`config.mk`:
```
export PLATFORM = sky130hd
export DESIGN_NAME = mux_tree_pipe
export DESIGN_NICKNAME = d
export VERILOG_FILES = /design/src/rtl/mux_pkg.sv /design/src/rtl/mux_tree_stage.sv /design/src/rtl/mux_tree_pipe.sv
export SDC_FILE = /design/constraint.sdc
export NUM_CORES = 1
export LEC_CHECK = 0
export ABC_AREA = 1
export CAP_MARGIN = 20
export CORE_ASPECT_RATIO = 1.75
export CORE_MARGIN = 1
export CORE_UTILIZATION = 40
export CTS_CLUSTER_DIAMETER = 120
export DETAILED_ROUTE_END_ITERATION = 10
export HOLD_SLACK_MARGIN = 0.15
export PLACE_DENSITY = 0.65
export SLEW_MARGIN = 20
export SYNTH_ARGS = -nofsm -noshare
export SYNTH_HDL_FRONTEND = slang
export SYNTH_SLANG_ARGS = --single-unit
```
`constraint.sdc`:
```
create_clock -name clk -period 1.5 [get_ports clk]
set_input_delay 0.3 -clock clk [delete_from_list [all_inputs] [get_ports clk]]
set_output_delay 0.3 -clock clk [all_outputs]
set_load 0.01 [all_outputs]
```
`src/rtl/mux_pkg.sv`:
```
`default_nettype none
// ============================================================================
// Module      : mux_pkg
// Description : Shared helpers for the pipelined mux tree: layer count
//               (clog2, minimum 1), padded word count and a default word type.
// Revision    : 1.0 - initial release
// ============================================================================
package mux_pkg;

    // Default word width used by callers that do not override W.
    localparam int c_MUX_DEF_W = 4;

    // Word type for the default width; modules with a different W declare
    // the same pattern locally as logic [W-1:0].
    typedef logic [c_MUX_DEF_W-1:0] word_t;

    // Number of 2:1 layers needed to reduce n words to one (never below 1).
    function automatic int layer_count(input int n);
        int l;
        l = 1;
        for (int i = 1; i < 31; i++) begin
            if ((1 << i) < n) begin
                l = i + 1;
            end
        end
        return l;
    endfunction

    // Word count after zero padding to a full binary tree.
    function automatic int padded_count(input int n);
        return 1 << layer_count(n);
    endfunction

endpackage : mux_pkg
`default_nettype wire

```
`src/rtl/mux_tree_stage.sv`:
```
`default_nettype none
// ============================================================================
// Module      : mux_tree_stage
// Description : One registered 2:1 layer of the mux tree. Halves the word
//               set using in_sel[0] and forwards the unused select bits and
//               the valid flag alongside the data. Loads only on advance.
// Revision    : 1.0 - initial release
// ============================================================================
module mux_tree_stage
    import mux_pkg::*;
#(
    parameter int  N_IN    = 2,   // input word count (power of two, >= 2)
    parameter int  W       = 4,   // word width
    parameter int  SB      = 0,   // select bits left after this layer
    localparam int c_N_OUT = N_IN / 2,
    localparam int c_SO    = (SB > 0) ? SB : 1
) (
    input  logic                  clk,
    input  logic                  rst,
    input  logic                  advance,
    input  logic                  in_valid,
    input  logic [N_IN*W-1:0]     in_words,
    input  logic [SB:0]           in_sel,
    output logic                  out_valid,
    output logic [c_N_OUT*W-1:0]  out_words,
    output logic [c_SO-1:0]       out_sel
);

    logic [c_N_OUT*W-1:0] w_next_words;
    logic [c_SO-1:0]      w_next_sel;

    logic                 r_valid;
    logic [c_N_OUT*W-1:0] r_words;
    logic [c_SO-1:0]      r_sel;

    // Pair (2m, 2m+1) collapses to word m; select bit 0 picks the even word.
    for (genvar m = 0; m < c_N_OUT; m++) begin : g_pair
        assign w_next_words[m*W +: W] = in_sel[0] ? in_words[(2*m+1)*W +: W]
                                                  : in_words[(2*m)*W +: W];
    end

    // The consumed LSB is dropped; the rest travels with the data.
    if (SB > 0) begin : g_sel_fwd
        assign w_next_sel = in_sel[SB:1];
    end else begin : g_sel_last
        assign w_next_sel = '0;
    end

    // Stage register: clears on reset, loads on advance, otherwise holds.
    always_ff @(posedge clk) begin
        if (rst) begin
            r_valid <= 1'b0;
            r_words <= '0;
            r_sel   <= '0;
        end else if (advance) begin
            r_valid <= in_valid;
            r_words <= w_next_words;
            r_sel   <= w_next_sel;
        end
    end

    assign out_valid = r_valid;
    assign out_words = r_words;
    assign out_sel   = r_sel;

endmodule : mux_tree_stage
`default_nettype wire

```
`src/rtl/mux_tree_pipe.sv`:
```
`default_nettype none
// ============================================================================
// Module      : mux_tree_pipe
// Description : Parametrised N-to-1 mux of W-bit words built as a binary tree
//               with a register after every layer and a global-stall
//               valid/ready handshake. Unused tree inputs read as zero, so an
//               out-of-range select yields zero. Latency is L = clog2(N).
//               Optional feature macro: MUX_PIPE_SEL_ERR_EN adds o_sel_err,
//               flagging words produced by a select s >= N.
// Revision    : 1.0 - initial release
// ============================================================================
module mux_tree_pipe
    import mux_pkg::*;
#(
    parameter int  N   = 13,
    parameter int  W   = 4,
    localparam int L   = layer_count(N),
    localparam int c_P = padded_count(N)
) (
    input  logic           clk,
    input  logic           rst,
    input  logic           i_valid,
    output logic           i_ready,
    input  logic [N*W-1:0] a,
    input  logic [L-1:0]   s,
    output logic           o_valid,
    input  logic           o_ready,
    output logic [W-1:0]   y
`ifdef MUX_PIPE_SEL_ERR_EN
    ,
    output logic           o_sel_err
`endif
);

    logic             w_advance;
    logic [c_P*W-1:0] w_pad;

    // Whole pipe moves together: it may advance when the output slot is
    // empty or being consumed this cycle.
    assign w_advance = ~o_valid | o_ready;
    assign i_ready   = w_advance;

    // Zero padding up to a full tree is what makes s >= N return zero.
    if (c_P > N) begin : g_pad
        assign w_pad = {{((c_P - N) * W){1'b0}}, a};
    end else begin : g_nopad
        assign w_pad = a;
    end

    for (genvar j = 1; j <= L; j++) begin : g_layer
        localparam int c_NI = c_P >> (j - 1);
        localparam int c_SB = L - j;
        localparam int c_SO = (c_SB > 0) ? c_SB : 1;

        logic                   w_in_valid;
        logic [c_NI*W-1:0]      w_in_words;
        logic [c_SB:0]          w_in_sel;
        logic                   w_out_valid;
        logic [(c_NI/2)*W-1:0]  w_out_words;
        logic [c_SO-1:0]        w_out_sel;

        if (j == 1) begin : g_first
            assign w_in_valid = i_valid;
            assign w_in_words = w_pad;
            assign w_in_sel   = s;
        end else begin : g_next
            assign w_in_valid = g_layer[j-1].w_out_valid;
            assign w_in_words = g_layer[j-1].w_out_words;
            assign w_in_sel   = g_layer[j-1].w_out_sel;
        end

        mux_tree_stage #(
            .N_IN (c_NI),
            .W    (W),
            .SB   (c_SB)
        ) u_stage (
            .clk       (clk),
            .rst       (rst),
            .advance   (w_advance),
            .in_valid  (w_in_valid),
            .in_words  (w_in_words),
            .in_sel    (w_in_sel),
            .out_valid (w_out_valid),
            .out_words (w_out_words),
            .out_sel   (w_out_sel)
        );
    end

    assign o_valid = g_layer[L].w_out_valid;
    assign y       = g_layer[L].w_out_words;

`ifdef MUX_PIPE_SEL_ERR_EN
    logic         w_sel_err;
    logic [L-1:0] r_err;

    // Out-of-range detection on the raw select; only valid words may flag.
    assign w_sel_err = i_valid & (32'(s) >= 32'(N));

    // Error flag rides a shift chain in lockstep with the data stages.
    always_ff @(posedge clk) begin
        if (rst) begin
            r_err <= '0;
        end else if (w_advance) begin
            r_err[0] <= w_sel_err;
            for (int k = 1; k < L; k++) begin
                r_err[k] <= r_err[k-1];
            end
        end
    end

    assign o_sel_err = r_err[L-1];
`endif

endmodule : mux_tree_pipe
`default_nettype wire
```
==> impl_metrics.env <==
export IMPL_status="finished, violations left"
export IMPL_violations="DRC"
export IMPL_worst_slew_margin_rel=0.6589
export IMPL_combPwrFrac=0.132
export IMPL_cts_tree="done"
export IMPL_nets=699
export IMPL_p_per_area_mw_per_mm2=1081
export IMPL_wirelength_um=7402
export IMPL_hold_class="flop to flop"
export IMPL_synth_enable_flop_cells=0
export IMPL_grt_pass1_wl_um=13120
export IMPL_crit_fanout=2
export IMPL_rrSetupSlack_ns=0.40
export IMPL_r2r_end="g_layer[1].u_stage.out_words[18]$_SDFFE_PP0P_"
export IMPL_start_util=0.4191
export IMPL_ys_seq_elements=66
export IMPL_swShare=0.2284
export IMPL_grt_pass1_vias=3138
export IMPL_grtUsageTotal=0.1900
export IMPL_critPathKind="input pin to output port"
export IMPL_rows=43
export IMPL_gp_congestion=0.7538
export IMPL_grt_overflow=0
export IMPL_fmax_mhz=734.7
export IMPL_cpLargestDelayFamily="buffers and inverters"
export IMPL_ir_worst_vdd_mv=0.6617
export IMPL_dr_pass1_iters=7
export IMPL_hold_viol_final=0
export IMPL_crit_path_end_kind="output port"
export IMPL_clk_latency_ns=0.33
export IMPL_slowest_stage="clkdlybuf4s50_1"
export IMPL_path_buf_inv=3
export IMPL_worstHoldStart="g_layer[3].u_stage.out_valid$_SDFFE_PP0P_"
export IMPL_area_delta_synth_final_pct=31.32
export IMPL_setup_viol=0
export IMPL_p_seq_frac=0.404
export IMPL_min_period_over_period=0.9074
export IMPL_grt_max_degree=49
export IMPL_netlist_area_mm2=0.003359
export IMPL_vias_per_cell=4.452
export IMPL_slew_violations=0
export IMPL_ant_nets=0
export IMPL_power_switching_mw=1.089
export IMPL_num_antenna_cells=0
export IMPL_worstRegToRegCells=4
export IMPL_period_minus_slack_ns=1.361
export IMPL_cts_hold_buffers=0
export IMPL_post_route_drc_count=1
export IMPL_crit_required_ns=1.20
export IMPL_yosys_warnings=0
export IMPL_clockBufferDepth=2
export IMPL_rsz0062_at_grt="no"
export IMPL_placedCellCount=718
export IMPL_r2r_start="g_layer[4].u_stage.out_valid$_SDFFE_PP0P_"
export IMPL_clkPwrFrac=0.464
export IMPL_die_h_um=123.2
export IMPL_synthArstFlopShare=0
export IMPL_htreeDepth=3
export IMPL_cts_buffers=9
export IMPL_place_port_buffers=65
export IMPL_hpwl_um=5023
export IMPL_clock_sinks=66
export IMPL_holdPathEnd="g_layer[4].u_stage.out_valid$_SDFFE_PP0P_"
export IMPL_yosysTopAreaCell="dfxtp_1"
export IMPL_fin_skew_ns=0.004564
export IMPL_ys_flop_type="dfxtp_1"
export IMPL_max_stage_delay_ns=0.50
export IMPL_cp_data_arrival_time_ns=1.06
export IMPL_worstHoldPathCells=2
export IMPL_synth_top_cells_by_count="nand2_1, nor2_1, dfxtp_1, inv_1, nand3_1"
export IMPL_dr_total_vias=3268
export IMPL_yosys_top_cells_area="dfxtp_1, nand2_1, nor2_1"
export IMPL_timing_final_ws_setup_ns=0.1389
export IMPL_total_power_mw=4.769
export IMPL_synth_top_area_frac=0.3933
export IMPL_seq_area_frac_synth=0.3933
export IMPL_dp_slack_ns=-0.2845
export IMPL_synth_cell_types=12
export IMPL_die_width_um=71.28
export IMPL_synth_area_per_cell_um2=5.782
export IMPL_tightest_slew_ns=0.5116
export IMPL_clock_root_buffer="clkbuf_16"
export IMPL_p_int_mw=3.680
export IMPL_drive_gt1_frac=0.05280
export IMPL_critical_path_depth=4
export IMPL_boundaryPins=66
export IMPL_yosysMostFrequentCell="nand2_1"
export IMPL_wl_per_cell_um=10.08
export IMPL_cp_start_kind="input pin"
export IMPL_synth_cells=581
export IMPL_post_cts_setup_buffer_count=0
export IMPL_die_area_mm2=0.008784
export IMPL_crit_chain="clkdlybuf4s50_1, inv_2, nand2_1, clkbuf_2"
export IMPL_antenna_found_initial=0
export IMPL_final_util=0.5503
export IMPL_coreArea_mm2=0.008016
export IMPL_leakagePower_nw=2.171
export IMPL_syn_nets=641
export IMPL_whs_ns=0.4629
export IMPL_maxCapViolCount=0
export IMPL_fillers=825
export IMPL_drt_iter0_drc=177
export IMPL_final_cells=734
export IMPL_clkTransAtPathRegs_ns=0.05
layout by cell type (no fill, tap or decap):
master / count
dfxtp_1: 65
nor2_1: 124
clkinv_1: 2
clkbuf_16: 9
clkbuf_8: 1
a21oi_1: 1
nand2_1: 241
dlygate4sd2_1: 3
dfxtp_2: 1
inv_1: 61
buf_4: 13
clkdlybuf4s50_1: 59
nor2_4: 1
clkbuf_1: 4
clkbuf_2: 1
nand3_1: 48
bufinv_16: 2
dlymetal6s2s_1: 2
inv_2: 4
buf_12: 2
power groups by stage:
stage	Sequential (mW)	Combinational (mW)	Clock, mW
2_1_floorplan	1.95	0.384	0
3_3_place_gp	1.96	0.626	0
3_5_place_dp	1.96	0.636	0
4_1_cts	1.93	0.636	2.26
5_1_grt	1.94	0.729	2.33
6_report	1.93	0.627	2.22
flip-flops by register name, summed over array words and instances, names as in the netlist:
| register | flops |
|---|---|
| g_layer.u_stage.out_sel | 6 |
| g_layer.u_stage.out_valid | 4 |
| g_layer.u_stage.out_words | 56 |
cell type report:
| type | count | area (um2) | share of cell area |
|---|---|---|---|
| clock buffers | 14 | 254.0 | 0.05757 |
| clock inverters | 2 | 60.06 | 0.01361 |
| inverters | 67 | 251.5 | 0.05701 |
| multi-input cells | 415 | 1627 | 0.3687 |
| flip-flops and latches | 66 | 1323 | 0.2998 |
| well taps | 90 | 112.6 | 0.02552 |
| repair buffers | 80 | 784.5 | 0.1778 |
stage by stage:
stage | TNS (ns) | instance area [um2]
final | 0 | 4412
after global routing | 0 | 4412
after CTS | 0 | 4412
after detailed placement | -6.774 | 4101
after global placement | -6.185 | 4101
after floorplan | 0 | 3359
worst max-delay path by stage:
stage	startpoint	to	slack (ns)
2_1_floorplan	g_layer[4].u_stage.out_valid$_SDFFE_PP0P_	g_layer[1].u_stage.out_words[16]$_SDFFE_PP0P_	0.38
3_3_place_gp	o_ready	i_ready	-0.27
3_5_place_dp	o_ready	i_ready	-0.28
4_1_cts	g_layer[4].u_stage.out_words[2]$_SDFFE_PP0P_	y[2]	0.002
5_1_grt	o_ready	i_ready	0.08
6_report	o_ready	i_ready	0.14
routing by layer:
layer  GRT usage  share of wire  up-vias
met2      0.3607           0.53       50
met4     0.08375          0.021        0
met3     0.04890          0.028        8
li1            -              -     1815
met5           0              0        -
met1      0.1911           0.42     1395
cells by family (layout without fill, tap and decap cells):
group,count (synthesis),in the layout,synth area share
buffers and inverters,100,163,0.1225
AOI/OAI and AO/OA,1,1,0.001488
and+or+nand+nor,414,414,0.4827
DFF,66,66,0.3933
tightest hold or removal path, delay by kind of cell, from the launching register on:
family                 cells  cell delay [ns]
buffers and inverters      1             0.06
DFF                        1             0.30
AOI/OAI and AO/OA          1             0.06
repair_timing:
action	CTS	global route
gates resized for setup	5	3
endpoints found under the setup margin	4	3
endpoints found under the hold margin	0	0
Power figures use the tool's default switching activity.
